<file path="src/rtl/uart_rx_cfg.sv">
// -----------------------------------------------------------------------------
// uart_rx_cfg -- configurable asynchronous serial (UART) receiver.
//
// Receives one frame (start, DATA_BITS data LSB first, optional parity,
// STOP_BITS stop bits) per falling edge on an idle-high line. Each bit is
// decided by a 3-sample majority vote around the middle of the bit period.
//
// Parameters
//   BAUD_END   clock cycles per bit period (>= 16)
//   DATA_BITS  data bits per frame (5..9)
//   PARITY     0 = none, 1 = odd, 2 = even
//   STOP_BITS  stop bits checked per frame (1 or 2)
//
// Ports
//   clk         single clock, rising edge
//   rst         synchronous active-high reset
//   rs232_rx    asynchronous serial input, idles high
//   rx_data     last received data word (held until the next po_flag)
//   po_flag     one-cycle pulse marking a completed frame
//   parity_err  parity status of the frame flagged by po_flag
//   frame_err   stop-bit status of the frame flagged by po_flag
//   busy        high whenever the receiver is not idle
// -----------------------------------------------------------------------------
module uart_rx_cfg #(
  parameter int BAUD_END  = 5208,
  parameter int DATA_BITS = 8,
  parameter int PARITY    = 0,
  parameter int STOP_BITS = 1
) (
  input  logic                 clk,
  input  logic                 rst,
  input  logic                 rs232_rx,
  output logic [DATA_BITS-1:0] rx_data,
  output logic                 po_flag,
  output logic                 parity_err,
  output logic                 frame_err,
  output logic                 busy
);

  localparam int MID   = BAUD_END / 2;
  localparam int CNT_W = $clog2(BAUD_END);

  localparam logic [CNT_W-1:0] CNT_LAST   = CNT_W'(BAUD_END - 1);
  localparam logic [CNT_W-1:0] CNT_SMP0   = CNT_W'(MID - 1);
  localparam logic [CNT_W-1:0] CNT_SMP1   = CNT_W'(MID);
  localparam logic [CNT_W-1:0] CNT_DECIDE = CNT_W'(MID + 1);

  typedef enum logic [2:0] {
    IDLE,
    START,
    DATA,
    PAR,
    STOP,
    WAIT_HI
  } state_t;

  state_t r_state;
  state_t w_next;

  // Input synchronizer and edge-detect history
  logic r_sync1, r_sync2, r_hist;
  // r_valid fills once r_sync2 carries a post-reset line value; r_armed is set
  // only after the line has been seen high, so a line that is already low when
  // reset releases cannot fake a start edge.
  logic [1:0] r_valid;
  logic       r_armed;

  logic [CNT_W-1:0]     r_cnt;
  logic [3:0]           r_bit_cnt;
  logic                 r_smp0, r_smp1;
  logic [DATA_BITS-1:0] r_shift;
  logic                 r_par_bit;
  logic                 r_stop_err;

  logic [DATA_BITS-1:0] r_rx_data;
  logic                 r_po_flag, r_parity_err, r_frame_err;

  logic w_fall, w_wrap, w_decide, w_vote;
  logic w_last_data, w_last_stop, w_stop_err, w_done;
  logic w_active, w_next_active;
  logic w_par_err;
  logic w_busy;

  assign w_fall      = r_armed & r_hist & ~r_sync2;
  assign w_wrap      = (r_cnt == CNT_LAST);
  assign w_decide    = (r_cnt == CNT_DECIDE);
  // Third sample is the live synchronized value at the decision count.
  assign w_vote      = (r_smp0 & r_smp1) | (r_smp0 & r_sync2) | (r_smp1 & r_sync2);
  assign w_last_data = (r_bit_cnt == 4'(DATA_BITS - 1));
  assign w_last_stop = (r_bit_cnt == 4'(STOP_BITS - 1));
  // Earlier stop bits of this frame only count once bit_cnt has moved past 0.
  assign w_stop_err  = ~w_vote | ((r_bit_cnt != 4'd0) & r_stop_err);
  assign w_done      = (r_state == STOP) & w_decide & w_last_stop;

  assign w_active      = r_state inside {START, DATA, PAR, STOP};
  assign w_next_active = w_next inside {START, DATA, PAR, STOP};

  // ---------------------------------------------------------------------------
  // FSM: state register
  // ---------------------------------------------------------------------------
  // NOTE: reset is sampled on the clock edge only, and every flop uses <= so
  // all sequential blocks see the same pre-edge values regardless of order.
  always_ff @(posedge clk) begin
    if (rst) r_state <= IDLE;
    else     r_state <= w_next;
  end

  // ---------------------------------------------------------------------------
  // FSM: next-state logic
  // ---------------------------------------------------------------------------
  // NOTE: w_next gets a default before the case so no path leaves it
  // unassigned, which would otherwise infer a latch.
  always_comb begin
    w_next = r_state;
    case (r_state)
      IDLE:    if (w_fall) w_next = START;
      START: begin
        if (w_decide && w_vote) w_next = IDLE;   // glitch: start bit read high
        else if (w_wrap)        w_next = DATA;
      end
      DATA:    if (w_wrap && w_last_data) w_next = (PARITY != 0) ? PAR : STOP;
      PAR:     if (w_wrap) w_next = STOP;
      STOP:    if (w_done) w_next = w_stop_err ? WAIT_HI : IDLE;
      WAIT_HI: if (r_sync2) w_next = IDLE;
      default: w_next = IDLE;
    endcase
  end

  // ---------------------------------------------------------------------------
  // FSM: outputs
  // ---------------------------------------------------------------------------
  always_comb begin
    w_busy = (r_state != IDLE);
  end

  always_comb begin
    w_par_err = 1'b0;
    if (PARITY == 1)      w_par_err = ~(^r_shift ^ r_par_bit);
    else if (PARITY == 2) w_par_err = ^r_shift ^ r_par_bit;
  end

  // ---------------------------------------------------------------------------
  // Datapath: synchronizer, baud/bit counters, sampling, result registers
  // ---------------------------------------------------------------------------
  always_ff @(posedge clk) begin
    if (rst) begin
      r_sync1      <= 1'b1;
      r_sync2      <= 1'b1;
      r_hist       <= 1'b1;
      r_valid      <= '0;
      r_armed      <= 1'b0;
      r_cnt        <= '0;
      r_bit_cnt    <= '0;
      r_smp0       <= 1'b1;
      r_smp1       <= 1'b1;
      r_shift      <= '0;
      r_par_bit    <= 1'b0;
      r_stop_err   <= 1'b0;
      r_rx_data    <= '0;
      r_po_flag    <= 1'b0;
      r_parity_err <= 1'b0;
      r_frame_err  <= 1'b0;
    end else begin
      r_sync1 <= rs232_rx;
      r_sync2 <= r_sync1;
      r_hist  <= r_sync2;
      r_valid <= {r_valid[0], 1'b1};
      if (r_valid[1] && r_sync2) r_armed <= 1'b1;

      r_po_flag <= 1'b0;

      // Counter sits at 0 outside a frame, so entering START starts it at 0.
      if (w_active) r_cnt <= (w_wrap || !w_next_active) ? '0 : r_cnt + CNT_W'(1);
      else          r_cnt <= '0;

      if (r_cnt == CNT_SMP0) r_smp0 <= r_sync2;
      if (r_cnt == CNT_SMP1) r_smp1 <= r_sync2;

      case (r_state)
        START: if (w_wrap) r_bit_cnt <= '0;
        DATA: begin
          if (w_decide) r_shift <= {w_vote, r_shift[DATA_BITS-1:1]};
          if (w_wrap)   r_bit_cnt <= w_last_data ? 4'd0 : r_bit_cnt + 4'd1;
        end
        PAR: begin
          if (w_decide) r_par_bit <= w_vote;
          r_bit_cnt <= '0;
        end
        STOP: begin
          if (w_decide) r_stop_err <= w_stop_err;
          if (w_done) begin
            r_rx_data    <= r_shift;
            r_parity_err <= w_par_err;
            r_frame_err  <= w_stop_err;
            r_po_flag    <= 1'b1;
          end
          if (w_wrap) r_bit_cnt <= r_bit_cnt + 4'd1;
        end
        default: r_bit_cnt <= '0;
      endcase
    end
  end

  assign rx_data    = r_rx_data;
  assign po_flag    = r_po_flag;
  assign parity_err = r_parity_err;
  assign frame_err  = r_frame_err;
  assign busy       = w_busy;

endmodule

</file>
<file path="config.mk">
export PLATFORM = sky130hd
export DESIGN_NAME = uart_rx_cfg
export DESIGN_NICKNAME = d
export VERILOG_FILES = /design/src/rtl/uart_rx_cfg.sv
export SDC_FILE = /design/constraint.sdc
export NUM_CORES = 1
export LEC_CHECK = 0
export BUFFER_PORTS_ARGS = -buffer_cell sky130_fd_sc_hd__clkbuf_2
export CAP_MARGIN = 20
export CORE_ASPECT_RATIO = 0.9
export CORE_MARGIN = 5
export CORE_UTILIZATION = 35
export CTS_BUF_LIST = sky130_fd_sc_hd__clkbuf_4 sky130_fd_sc_hd__clkbuf_8
export DETAILED_ROUTE_END_ITERATION = 12
export PLACE_DENSITY_LB_ADDON = 0.3
export SYNTH_ARGS = -nofsm -noshare
export SYNTH_HDL_FRONTEND = slang
export SYNTH_SLANG_ARGS = --single-unit
</file>
<file path="constraint.sdc">
create_clock -name clk -period 3.4 [get_ports clk]
set_clock_uncertainty 0.15 [all_clocks]
set_input_delay 0.51 -clock clk [delete_from_list [all_inputs] [get_ports clk]]
set_output_delay 0.51 -clock clk [all_outputs]
set_load 0.02 [all_outputs]
</file>
; Word-level counts from Yosys, hierarchy flattened
; Index checks and enable logic that the tools add are counted.
; W data, S select, Z words.
[word_totals]
ff_bits = 47
in_bits = 3
out_inout_bits = 12
word_cells = 83
[op_classes]
add_sub_neg = 2
n_eq_ne = 17
mux = 16
bitwise = 15
reduce_logical = 17
[op_table]
columns = operator, count
row1 = $eq A13 B12 Y1 const B, 3
row2 = $mux W3, 8
row3 = $pmux W3 S6, 1
row4 = $mux W4, 4
row5 = $add A13 B1 Y13 const B, 1
row6 = $eq A13 B13 Y1 const B, 1
row7 = $eq A3 B2 Y1 const B, 4
row8 = $pmux W4 S3, 1
row9 = $reduce_bool A4 Y1, 3
row10 = $eq A3 B3 Y1 const B, 3
row11 = $and A1 B1 Y1, 8
row12 = $eq A3 B1 Y1 const B, 2
row13 = $ne A2 B2 Y1 const B, 3
row14 = $reduce_and A2 Y1, 3
row15 = $add A4 B1 Y4 const B, 1
row16 = $eq A4 B3 Y1 const B, 1
row17 = $logic_not A4 Y1, 1
row18 = $not A1 Y1, 4
row19 = $logic_and A1 B1 Y1, 3
row20 = $logic_not A3 Y1, 1
row21 = $or A1 B1 Y1, 3
row22 = $reduce_and A3 Y1, 1
row23 = $reduce_bool A3 Y1, 1
row24 = $reduce_or A3 Y1, 1
row25 = other kinds (4), 5

; Logic depth before layout (Yosys ltp)
[logic_depth]
ltp_word = 13
ltp_mapped = 8
mapped_depth_nobuf = 7

; Least setup slack after synthesis
; No wires, ideal clock.
[synth_path]
path_kind = flip-flop to flip-flop
from = reg r_cnt[4]
to = reg r_cnt[9]
setup_time_ps = 86
t_arrival_ps = 2414
required_ps = 3164
path_slack_ps = 750
stages_incl_launch_ff = 9
path_buffers = 2
synth_period_minus_slack_ps = 2650
path_cell_list = dfxtp_1 > or4b_1 > or4_1 > buf_6 > nor4_4 > o211ai_2 > or3_1 > buf_6 > a211oi_1
[synth_via]
elab_chain_cells = 10
[synth_lines]
columns = element, line
row1 = from (decl), 68  ; logic [CNT_W-1:0] r_cnt;
row2 = from (signal assigned), 173  ; if (w_active) r_cnt <= (w_wrap || !w_next_active) ? '0 : r_cnt + CNT_W'(1);
row3 = $eq A13 B12 Y1, 86  ; assign w_decide = (r_cnt == CNT_DECIDE);
row4 = $and A1 B1 Y1 (2 in a row), 93  ; assign w_done = (r_state == STOP) & w_decide & w_last_stop;
row5 = $mux W3, 123  ; STOP: if (w_done) w_next = w_stop_err ? WAIT_HI : IDLE;
row6 = $pmux W3 S6, 115  ; case (r_state)
row7 = $eq A3 B1 Y1 (tied with other cells), 96  ; assign w_next_active = w_next inside {START, DATA, PAR, STOP};
row8 = $reduce_bool A4 Y1, 96
row9 = $logic_not A1 Y1, 173
row10 = $logic_or A1 B1 Y1, 173
row11 = $reduce_or A3 Y1 (no line), n/a
; Parallel ways exist; a longest one is shown, timed or not.
; A chain may end at the register's enable or synchronous reset.

; Final worst setup path
[layout_path]
from = reg r_cnt[0]
to = reg r_cnt[0]
; Same word-level chain as after synthesis.

==> results.sh <==
export IMPL_ys_flop_type="dfxtp_1"
export IMPL_maxCapViolations=0
export IMPL_die_w_um=91.7
export IMPL_grt_remaining_overflow=0
export IMPL_grt_pass1_vias=1456
export IMPL_fin_setup_tns_ns=0
export IMPL_fin_crit_ns=3.04
export IMPL_end_kind="flip-flop"
export IMPL_hold_buffers=0
export IMPL_drv_slew=0
export IMPL_gp_congestion=0.766
export IMPL_antenna_cells=0
export IMPL_post_drt_wl_per_cell_um=12.9
export IMPL_dpl_hpwl_um=2820
export IMPL_boundaryPins=15
export IMPL_synth_edf_count=0
export IMPL_swShare=0.230
export IMPL_drt_iter0_markers=93
export IMPL_synth_yosys_seq_area_share=0.438
export IMPL_p_total_uw=899
export IMPL_dp_cells=301
export IMPL_crit_start="r_cnt[0]"
export IMPL_synth_top_area_cell="dfxtp_1"
export IMPL_synth_common_cells="dfxtp_1 (46), nor2_1 (36), mux2i_1 (18), nand2_1 (12), clkbuf_1 (8)"
export IMPL_final_layout_size_suffix_gt1_frac=0.138
export IMPL_clk_latency_ns=0.30
export IMPL_die_h_um=83.6
export IMPL_core_area_mm2=0.00576
export IMPL_num_rows=26
export IMPL_htree_levels=2
export IMPL_max_slew_worst_pin_slew_ns=0.621
export IMPL_fin_crit_sh=0.893
export IMPL_tritoncts="done"
export IMPL_r2r_cells=6
export IMPL_vias_per_cell=5.01
export IMPL_numCtsBuffers=5
export IMPL_pwr_share_seq=0.605
export IMPL_cts_buffer_depth=2
export IMPL_crit_slowest_cell="nor4bb_1"
export IMPL_p_sw_uw=207
export IMPL_max_freq_ghz=0.329
export IMPL_critical_path_class="flip-flop to flip-flop"
export IMPL_areaGrowthSynthToFinish_pct=9.27
export IMPL_final_nets=246
export IMPL_async_reset_ff_frac=0
export IMPL_intPower_uw=692
export IMPL_avgSynthCellArea_um2=9.19
export IMPL_yosysWarnings=0
export IMPL_synth_top_area_frac=0.438
export IMPL_syn_nets=237
export IMPL_fin_cells=309
export IMPL_crit_required_ns=3.45
export IMPL_arrival_ns=3.09
export IMPL_powerDensity_mw_per_mm2=391
export IMPL_worstPathMaxFanout=8
export IMPL_path_cells="ha_1 > nor4bb_1 > nand3_1 > o31a_1 > or3_1 > a211oi_1"
export IMPL_postLayoutCoreUtil=0.399
export IMPL_clkSinkCount=46
export IMPL_setup_worst_path_start_class="flip-flop"
export IMPL_dieArea_mm2=0.00767
export IMPL_wirelength_um=3990
export IMPL_vdd_drop_max_mv=0.200
export IMPL_syn_area_mm2=0.00210
export IMPL_fin_hold_ws_ns=0.232
export IMPL_rsz0062_at_grt="no"
export IMPL_grt_usage=0.115
export IMPL_maxSlewHeadroom=0.585
export IMPL_p_comb_frac=0.020
export IMPL_p_leak_uw=0.000809
export IMPL_antenna_found_initial=0
export IMPL_firstDrtPassIters=4
export IMPL_numPortBuffers=13
export IMPL_hold_path_class="primary input to flip-flop"
export IMPL_setup_violations=0
export IMPL_grt_max_degree=30
export IMPL_fill_cells=578
export IMPL_syn_inst=229
export IMPL_ys_seq_elements=46
export IMPL_drc=0
export IMPL_vias=1549
export IMPL_finalHoldViolCount=0
export IMPL_synth_area_leaders="dfxtp_1 (44%), mux2i_1 (8.6%), nor2_1 (6.4%), ha_1 (3.0%), xnor2_1 (2.9%)"
export IMPL_crit_cells=6
export IMPL_postCtsResizedCells=0
export IMPL_clkPwrFrac=0.374
export IMPL_start_util=0.365
export IMPL_hold_start="rs232_rx"
export IMPL_post_cts_buffers=0
export IMPL_cts_root_buffer="clkbuf_8"
export IMPL_clkTransAtPathRegs_ns=0.09
export IMPL_min_path_cells=2
export IMPL_grt_pass1_wl_um=7200
export IMPL_detail_route_antenna_nets=0
export IMPL_synthMostInstantiatedCell="dfxtp_1"
export IMPL_crit_buf_inv=0
export IMPL_slowest_delay_ns=0.54
export IMPL_synth_distinct_cells=44
export IMPL_worst_path_dominant_cell_family="simple AND/OR/NAND/NOR gates"
export IMPL_outcome="finished, final reports clean"
export IMPL_reg2reg_from="r_cnt[0]"
-- worst paths after layout --
check / slack [ns] / to
max: 0.36 / r_cnt[0]
min: 0.23 / r_sync1
max reg2reg: 0.36 / r_cnt[0]
min reg2reg: 0.27 / r_sync2
-- stage by stage --
stage               worst slack, ns  cell area [um2]
floorplan                     0.750             2100
global placement              0.528             2210
detailed placement            0.479             2210
CTS                           0.421             2300
global route                  0.131             2300
finish                        0.365             2300
-- logic make-up (layout without fill, tap and decap cells) --
family / after synthesis / in the layout / share of synthesized area
buffers and inverters: 20 / 30 / 0.0452
other: 1 / 1 / 0.00178
AO/OA/AOI/OAI: 31 / 31 / 0.103
flip-flops: 46 / 46 / 0.438
multiplexers: 18 / 18 / 0.0856
AND/OR/NAND/NOR: 96 / 96 / 0.247
XOR/XNOR: 12 / 12 / 0.0499
adder cells (fa/ha/maj): 5 / 5 / 0.0297
-- power groups by stage --
stage	registers, uW	logic (uW)	clock network, uW
2_1_floorplan	556	14.2	0
3_3_place_gp	557	18.0	0
3_5_place_dp	557	18.2	0
4_1_cts	544	18.3	347
5_1_grt	545	19.9	381
6_report	544	18.0	337
-- final cells by class --
class	instances	area, um2	share of cell area
Multi-Input combinational cell	163	1090	0.476
Timing Repair Buffer	15	80.1	0.0348
Inverter	7	26.3	0.0114
Tap cell	70	87.6	0.0381
Clock inverter	3	21.3	0.00925
Sequential cell	46	921	0.400
Clock buffer	5	68.8	0.0299
-- layout by cell type (no fill, tap or decap), types with 4 or more instances in the layout --
cell	Yosys	layout
a211oi_1	7	7
a21oi_1	7	7
clkbuf_2	0	13
clkbuf_8	0	5
dfxtp_1	46	46
ha_1	5	5
inv_1	7	7
mux2i_1	18	18
nand2_1	12	12
nand3_1	6	6
nand4_1	7	7
nor2_1	36	36
nor4bb_1	4	4
o21ai_0	7	7
xnor2_1	7	7
xor2_1	5	5
-- worst reg2reg max path, stage by stage, from the launching register on --
cell and delay, ns:
dfxtp_1 0.45, ha_1 0.29, nor4bb_1 0.54, nand3_1 0.34, o31a_1 0.37, or3_1 0.53
a211oi_1 0.26
-- per-layer routing --
layer  wire length [um]  vias up  track usage
met5                  0        -            0
met4                 38        0       0.0364
met3                160        4       0.0397
met2               1670       16        0.156
met1               2120      714        0.169
li1                   -      815            -
-- registers in the layout (all words and copies together), names as in the netlist --
name       flops
r_hist         1
frame_err      1
r_smp0         1
po_flag        1
r_sync1        1
r_cnt         13
r_valid        2
r_bit_cnt      4
r_state        3
r_shift        8
r_sync2        1
r_smp1         1
rx_data        8
r_armed        1
No activity file was read; power rests on OpenSTA's default activity.
